==> src/rtl/midi_note_decoder.sv <==
// midi_note_decoder: 8N1 UART MIDI receiver with a Note On/Off parser for one channel (or omni).
// Drives one-cycle on/off pulses together with the held note/velocity of the most recent event.
`default_nettype none

module midi_note_decoder #(
  parameter int CLK_HZ  = 50_000_000,
  parameter int BAUD    = 31_250,
  parameter int CHANNEL = 0,
  parameter int OMNI    = 0
) (
  input  logic       clk,
  input  logic       rst_n,
  input  logic       rx,
  output logic       on,
  output logic       off,
  output logic [6:0] note,
  output logic [6:0] velocity,
  output logic       framing_err
);

  localparam int DIV  = CLK_HZ / BAUD;
  localparam int HALF = DIV / 2;
  localparam int CW   = $clog2(DIV);

  typedef enum logic [1:0] {
    IDLE  = 2'd0,
    START = 2'd1,
    DATA  = 2'd2,
    STOP  = 2'd3
  } rx_state_t;

  rx_state_t     state, state_n;
  logic [CW-1:0] cnt, cnt_n;
  logic [2:0]    bitn, bitn_n;
  logic [7:0]    shreg, shreg_n;
  logic          byte_valid, byte_valid_n;
  logic          framing_n;
  logic          sync1, sync2, prev;
  logic          fall;

  assign fall = prev & ~sync2;

  always_ff @(posedge clk) begin
    if (!rst_n) begin
      sync1       <= 1'b1;
      sync2       <= 1'b1;
      prev        <= 1'b1;
      state       <= IDLE;
      cnt         <= '0;
      bitn        <= '0;
      shreg       <= '0;
      byte_valid  <= 1'b0;
      framing_err <= 1'b0;
    end else begin
      sync1       <= rx;
      sync2       <= sync1;
      prev        <= sync2;
      state       <= state_n;
      cnt         <= cnt_n;
      bitn        <= bitn_n;
      shreg       <= shreg_n;
      byte_valid  <= byte_valid_n;
      framing_err <= framing_n;
    end
  end

  always_comb begin
    state_n      = state;
    cnt_n        = cnt + CW'(1);
    bitn_n       = bitn;
    shreg_n      = shreg;
    byte_valid_n = 1'b0;
    framing_n    = 1'b0;
    case (state)
      IDLE: begin
        cnt_n = '0;
        if (fall) state_n = START;
      end
      START: begin
        // Mid-start-bit check rejects glitches shorter than half a bit.
        if (cnt == CW'(HALF - 1)) begin
          cnt_n   = '0;
          bitn_n  = '0;
          state_n = sync2 ? IDLE : DATA;
        end
      end
      DATA: begin
        if (cnt == CW'(DIV - 1)) begin
          cnt_n   = '0;
          shreg_n = {sync2, shreg[7:1]};
          bitn_n  = bitn + 3'd1;
          if (bitn == 3'd7) state_n = STOP;
        end
      end
      STOP: begin
        if (cnt == CW'(DIV - 1)) begin
          cnt_n        = '0;
          state_n      = IDLE;
          byte_valid_n = sync2;
          framing_n    = ~sync2;
        end
      end
      default: state_n = IDLE;
    endcase
  end

  logic       rs_valid;
  logic [7:0] rs;
  logic       idx;
  logic [6:0] d0;
  logic       ev_on, ev_off;
  logic [6:0] ev_note, ev_vel;
  logic       one_byte, wanted, vel_nz;

  assign one_byte = (rs[7:5] == 3'b110);
  assign wanted   = (rs[7:5] == 3'b100) && ((OMNI != 0) || (rs[3:0] == 4'(CHANNEL)));
  assign vel_nz   = (shreg[6:0] != 7'd0);

  // Parser registers the event, then the output stage presents it one clock later.
  always_ff @(posedge clk) begin
    if (!rst_n) begin
      rs_valid <= 1'b0;
      rs       <= '0;
      idx      <= 1'b0;
      d0       <= '0;
      ev_on    <= 1'b0;
      ev_off   <= 1'b0;
      ev_note  <= '0;
      ev_vel   <= '0;
      on       <= 1'b0;
      off      <= 1'b0;
      note     <= '0;
      velocity <= '0;
    end else begin
      ev_on  <= 1'b0;
      ev_off <= 1'b0;
      if (byte_valid && (shreg < 8'hF8)) begin
        if (shreg[7:4] == 4'hF) begin
          rs_valid <= 1'b0;
          idx      <= 1'b0;
        end else if (shreg[7]) begin
          rs_valid <= 1'b1;
          rs       <= shreg;
          idx      <= 1'b0;
        end else if (rs_valid) begin
          if (one_byte || idx) begin
            idx <= 1'b0;
            if (wanted) begin
              ev_note <= d0;
              ev_vel  <= shreg[6:0];
              ev_on   <= rs[4] && vel_nz;
              ev_off  <= !(rs[4] && vel_nz);
            end
          end else begin
            d0  <= shreg[6:0];
            idx <= 1'b1;
          end
        end
      end
      on  <= ev_on;
      off <= ev_off;
      if (ev_on || ev_off) begin
        note     <= ev_note;
        velocity <= ev_vel;
      end
    end
  end

endmodule

`default_nettype wire
==> config.mk <==
export PLATFORM = sky130hd
export DESIGN_NAME = midi_note_decoder
export DESIGN_NICKNAME = d
export VERILOG_FILES = /design/src/rtl/midi_note_decoder.sv
export SDC_FILE = /design/constraint.sdc
export NUM_CORES = 1
export LEC_CHECK = 0
export CORE_MARGIN = 2
export CORE_UTILIZATION = 40
export DETAILED_ROUTE_END_ITERATION = 7
export PLACE_DENSITY_LB_ADDON = 0.05
export SKIP_LAST_GASP = 1
export SLEW_MARGIN = 25
export SYNTH_ARGS = -nofsm -noshare
export SYNTH_HDL_FRONTEND = slang
export SYNTH_SLANG_ARGS = --single-unit
==> constraint.sdc <==
create_clock -name clk -period 1.51 [get_ports clk]
set_input_delay 0.453 -clock clk [delete_from_list [all_inputs] [get_ports clk]]
set_output_delay 0.453 -clock clk [all_outputs]
set_load 0.02 [all_outputs]
==> results of run 1 <==
[area by class of cell]
type                       count  area, µm²  area share [%]
multi-input combinational    216       1413           36.38
timing repair buffer          63      559.3           14.41
sequential                    78       1564           40.28
inverter                       5      18.77          0.4834
clock buffer                   9      123.9           3.190
clock inverter                 7      80.08           2.063
tap                           99      123.9           3.190
[cells by family after synthesis]
family,count (synthesis),synth area share (%)
adders and majority gates,3,1.247
and+or+nand+nor,140,22.90
buffers and inverters,22,3.574
xor gates and xnor gates,9,2.618
DFF,78,51.87
AOI/OAI and AO/OA,31,6.816
muxes,33,10.97
[critical path, stage by stage (launching register included)]
cell     delay [ns]
dfxtp_2        0.36
ha_4           0.14
and4_4         0.23
buf_6          0.12
nand4_4        0.10
a32oi_4        0.26
buf_6          0.18
nor2_1         0.04
[flip-flops by register name, summed over array words and instances, names as in the netlist, named ones only]
signal	count
velocity	7
rs	8
ev_note	7
rs_valid	1
sync1	1
ev_off	1
on	1
shreg	8
byte_valid	1
ev_on	1
bitn	3
idx	1
off	1
ev_vel	7
d0	7
sync2	1
note	7
cnt	11
state	1
framing_err	1
prev	1
[worst paths after layout]
check | end | start | depth (start not counted)
setup / recovery | cnt[10] | cnt[0] | 7
setup reg to reg | cnt[10] | cnt[0] | 7
hold / removal | sync2 | sync1 | 1
hold reg to reg | sync2 | sync1 | 1
[synthesized netlist by cell type, drive strengths merged]
library cell and instances:
dfxtp 78, nand2 53, nor2 43, mux2i 33, a21oi 16, nand4 10, clkbuf 9, buf 8
nand3 6, nor2b 6, inv 5, nor3 5, xor2 5, xnor2 4, ha 3, nand2b 3
nor3b 3, o21ai 3, o221a 3, and2 2, and3 2, o211ai 2, o22ai 2, a211oi 1
a21o 1, a32oi 1, and4 1, and4b 1, and4bb 1, nor4 1, nor4bb 1, o221ai 1
o41ai 1, or2 1, or4 1
[power groups by stage]
stage / Sequential (mW) / Combinational [mW] / Clock [mW]
after floorplan: 2.11 / 0.0377 / 0
final: 2.06 / 0.0905 / 1.60
after global placement: 2.11 / 0.0825 / 0
after detailed placement: 2.11 / 0.0832 / 0
after CTS: 2.06 / 0.0862 / 1.65
after global routing: 2.07 / 0.0986 / 1.73
[what timing repair did]
item,CTS,global route
setup buffers,1,2
gates cloned,1,0
pin swaps,3,3
resized for setup,25,24
setup endpoints to repair,41,42
[per-layer routing]
metal	GRT usage, %	wire [µm]	vias to the layer above
met5	0	0	-
met4	4.231	73	0
met3	5.259	120	6
met2	24.88	2758	14
met1	20.39	3105	1087
li1	-	-	1194
[per-stage QoR]
stage	cells	util [%]	setup slack [ns]	TNS, ns
floorplan	316	-	0.01594	0
global route	477	53.53	-0.07494	-0.8067
finish	477	53.53	-0.01065	-0.06002
CTS	475	52.37	-0.04389	-0.3167
global placement	457	49.32	-0.1028	-2.013
detailed placement	457	49.32	-0.1109	-2.885
==> metrics.yaml, run 1 <==
run_status:
  status: "finished with violations"
  violations: "setup timing"
detailed_routing:
  wirelength_mm: 6.057
  drt_iter0_markers: 65
  viasPerCell: 4.824
  wl_per_cell_um: 12.70
  via_count: 2301
  firstDrtPassIters: 4
  antenna_left: 0
  drc: 0
power:
  p_per_area_mw_per_mm2: 966.2
  pwr-share-comb_pct: 2.4
  p_int_mw: 2.883
  ir_drop_mv: 0.4669
  finalPower_mw: 3.751
  clkPwrFrac_pct: 42.6
  leakage_nw: 1.661
  p_sw_uw: 868.5
  swShare_pct: 23.15
  seqPwrFrac_pct: 55.0
clock_network:
  root_buffer: "clkbuf_8"
  cts_max_level: 3
  postCtsHoldBufs: 0
  tritoncts: "built"
  clkLatencyLatePin_ns: 0.35
  clock-sinks: 78
  clk_path_buf_depth: 2
  clkTransAtPathRegs_ns: 0.08
  cts_buffers: 9
critical_path:
  cp-start-kind: "flip-flop"
  cp-end-kind: "flip-flop"
  critPathArrivalTime_ns: 1.77
  crit_fanout: 5
  worst-r2r-setup-slack_ns: -0.01
  crit_required_ns: 1.76
  critPathKind: "flip-flop to flip-flop"
logic_synthesis:
  synth_area_mm2: 0.003010
  yosysTopAreaCell: "dfxtp_1"
  ys_seq_area_share_pct: 51.87
  synth_area_per_cell_um2: 9.527
  syn_nets: 322
  synth_area_leaders: "dfxtp_1, mux2i_1, nand2_1"
  synth-seq-cells: 78
  yosysWarnings: 0
  synthCells: 316
  synth_cell_types: 42
  synth.top_cell.area_share_pct: 51.87
place:
  port_buffers: 19
  hpwl_mm: 4.129
  gp_congestion: 0.7761
  place_area_mm2: 0.003577
worst_hold_path:
  hp-class: "flip-flop to flip-flop"
floorplan:
  core_mm2: 0.007253
  start_util_pct: 41.50
  die_w_um: 90.75
  die_y_um: 90.75
  row_count: 31
  die_area_mm2: 0.008236
  io_pins: 20
layout:
  fin_area_mm2: 0.003882
  drive_gt1_share_pct: 22.22
  fillCellCount: 696
  areaGrowthSynthToFinish_pct: 28.97
  final_common_cell: "dfxtp_1"
  final_cell_mix: "dfxtp_1, nand2_1, nor2_1"
  nNetsFinal: 379
  num_antenna_cells: 0
grt:
  grt_usage_pct: 15.67
  antenna_found_initial: 0
  overflow: 0
  grt_max_degree: 25
  grt_pass1_vias: 2206
  grt_pass1_wl_mm: 10.36
timing:
  rsz0062_at_grt: "true"
  slew_violations: 0
  fmax_mhz: 657.6
  min_period_ns: 1.521
  slew_headroom_pct: 77.74
  hold_violations: 0
  fin_crit_sh_pct: 100.7
  fin_worst_skew_ns: 0.01157
  tightestPinTransition_ns: 0.3314
  fin_ws_ns: -0.01065
  setup_viol_count_final: 10
  holdWs_ns: 0.4108
job:
  maxCapViolCount: 0
No activity file was read; power rests on OpenSTA's default activity.
==> run 2, diff against run 1 <==
HOLD_SLACK_MARGIN = 0.06   (was default)
SETUP_SLACK_MARGIN = 0.1   (was default)
==> run 2 against run 1 <==
The flow now finishes without violations. Critical endpoint is now cnt[7]. First-iteration DRC count down 7.7%. Critical path depth fell by 1. Clock skew decreased by 0.0051 ns. Register-to-register slack improved by 0.08 ns. Final cell count is 0.63% lower. Sequential share of layout area is 0.32 points higher. Largest cell class unchanged. Largest power group unchanged. Sequential cell count stayed put. Die area stayed put. Sequential power hardly changed. Hold slack better by 0.0035 ns. Cell area down 0.32%. Highest routed layer unchanged. Combinational power barely moved.
==> metrics.yaml, run 2 (synthesized netlist as in run 1, its figures left out) <==
timing:
  holdWs_ns: 0.4143  # was 0.4108 ns
  hold_violations: 0  # unchanged
  min_period_ns: 1.439  # was 1.521 ns
  fin_worst_skew_ns: 0.006498  # was 0.01157 ns
  fmax_mhz: 694.7  # was 657.6 MHz
  slew_headroom_pct: 76.91  # was 77.74%
  setup_viol_count_final: 0  # was 10
  fin_crit_sh_pct: 95.33  # was 100.7%
  slew_violations: 0  # unchanged
  fin_ws_ns: 0.07054  # was -0.01065 ns
  rsz0062_at_grt: "true"  # unchanged
  tightestPinTransition_ns: 0.3437  # was 0.3314 ns
floorplan:
  row_count: 31  # unchanged
  start_util_pct: 41.50  # unchanged
  die_area_mm2: 0.008236  # unchanged
  io_pins: 20  # unchanged
  die_w_um: 90.75  # unchanged
  core_mm2: 0.007253  # unchanged
  die_y_um: 90.75  # unchanged
run_status:
  status: "completed"  # was finished with violations
clock_network:
  cts_max_level: 3  # unchanged
  clock-sinks: 78  # unchanged
  clkTransAtPathRegs_ns: 0.08  # about the same
  clk_path_buf_depth: 2  # unchanged
  root_buffer: "clkbuf_8"  # unchanged
  clkLatencyLatePin_ns: 0.34  # was 0.35 ns
  cts_buffers: 9  # unchanged
  tritoncts: "built"  # unchanged
place:
  dpl.cell_count: 454  # was 457
  dp_slack_ns: -0.1585  # was -0.1109 ns
  gp_congestion: 0.8017  # was 0.7761
  hpwl_mm: 4.116  # was 4.129 mm
  port_buffers: 19  # unchanged
layout:
  top_regs: "cnt: 11 flops, rs: 8 flops, shreg: 8 flops"  # unchanged
  largest_reg_flops: 11  # unchanged
  fin_util_pct: 53.36  # was 53.53%
  drive_gt1_share_pct: 28.80  # was 22.22%
  areaGrowthSynthToFinish_pct: 28.55  # was 28.97%
  fillCellCount: 706  # was 696
  num_antenna_cells: 0  # unchanged
  final_cell_mix: "dfxtp_1, nand2_1, nor2_1"  # unchanged
  final_common_cell: "dfxtp_1"  # unchanged
  top_register: "cnt"  # unchanged
  stdcell_count: 474  # was 477
  nNetsFinal: 376  # was 379
grt:
  antenna_found_initial: 0  # unchanged
  grt_usage_pct: 15.59  # was 15.67%
  overflow: 0  # unchanged
  grt_pass1_vias: 2180  # was 2,206
  grt_max_degree: 26  # was 25
  grt_pass1_wl_mm: 10.25  # was 10.36 mm
detailed_routing:
  drc: 0  # unchanged
  wl_per_cell_um: 12.46  # was 12.70 µm
  firstDrtPassIters: 4  # unchanged
  viasPerCell: 4.719  # was 4.824
  via_count: 2237  # was 2,301
  antenna_left: 0  # unchanged
  drt_iter0_markers: 60  # was 65
  wirelength_mm: 5.907  # was 6.057 mm
critical_path:
  reg2reg_from: "cnt[1]"  # was cnt[0]
  r2r_cells: 6  # was 7
  worst-r2r-setup-slack_ns: 0.07  # was -0.01 ns
  cp-end-kind: "flip-flop"  # unchanged
  critPathArrivalTime_ns: 1.67  # was 1.77 ns
  timing.rr.end: "cnt[7]"  # was cnt[10]
  cp-start-kind: "flip-flop"  # unchanged
  critPathKind: "flip-flop to flip-flop"  # unchanged
  path_cells: "ha_4 -> and4_4 -> nand4_4 -> a32oi_4 -> buf_6 -> nor2_2"  # was ha_4 -> and4_4 -> buf_6 -> nand4_4 -> a32oi_4 -> buf_6 -> nor2_1
  crit_path_max_incr_delay_ns: 0.35  # was 0.36 ns
  crit_fanout: 6  # was 5
  crit_path_top_delay_cell: "dfxtp_2"  # unchanged
  crit_required_ns: 1.74  # was 1.76 ns
worst_hold_path:
  hp-class: "flip-flop to flip-flop"  # unchanged
  worstHoldStart: "sync1"  # unchanged
  hold_path_end: "sync2"  # unchanged
  hold_depth: 1  # unchanged
power:
  ir_drop_mv: 0.5533  # was 0.4669 mV
  p_per_area_mw_per_mm2: 1033  # was 966.2 mW/mm²
  leakage_nw: 1.645  # was 1.661 nW
  finalPower_mw: 3.996  # was 3.751 mW
job:
  maxCapViolCount: 0  # unchanged
-- run 2: per-stage QoR --
step	setup TNS [ns]	area, µm²
2_1_floorplan	0	3038
3_3_place_gp	-2.053	3571
3_5_place_dp	-2.761	3571
4_1_cts	0	3770
5_1_grt	0	3870
6_report	0	3870
-- run 2: how the worst max path moves through the flow --
stage	cells past startpoint	to	startpoint
after floorplan	7	cnt[0]	cnt[1]
after global placement	5	cnt[2]	rst_n
after detailed placement	5	cnt[2]	rst_n
after CTS	1	velocity[3]	velocity[3]
after global routing	6	cnt[10]	cnt[1]
final	6	cnt[7]	cnt[1]
-- run 2: what timing repair did --
action / in CTS / in global routing
hold buffers: 0 / 0
gates resized for setup: 66 / 32
pin swaps: 3 / 4
cloned: 0 / 1
buffers inserted: 1 / 2
endpoints found under the setup margin: 51 / 40
-- run 2: power by group --
group          switching [mW]  leakage [nW]  internal (mW)
combinational          0.0514         0.901         0.0394
clock                   0.747         0.112           1.10
sequential            0.00423         0.632           2.06
-- run 2: cell type report --
type	instances	area, µm²	share of cell area (%)
clock inverter	6	110.1	2.845
multi-input combinational	216	1444	37.31
timing repair buffer	60	474.2	12.25
inverter	5	18.77	0.4850
sequential	78	1572	40.61
tap	99	123.9	3.201
clock buffer	10	127.6	3.298
-- run 2: routing by layer --
metal  GRT usage [%]  routed length, µm  vias to the layer above
met4           8.846                 98                        0
met5               0                  0                        -
met2           22.51               2604                       12
met1           21.69               3116                     1040
li1                -                  -                     1178
met3           3.005                 89                        7
-- run 2: critical path: cells and delay by family (launching register included) --
| kind | cells | cell delay (ns) |
|---|---|---|
| simple gates | 3 | 0.41 |
| flops | 1 | 0.35 |
| compound gates | 1 | 0.26 |
| fa+ha+maj | 1 | 0.13 |
| buf+inv | 1 | 0.18 |
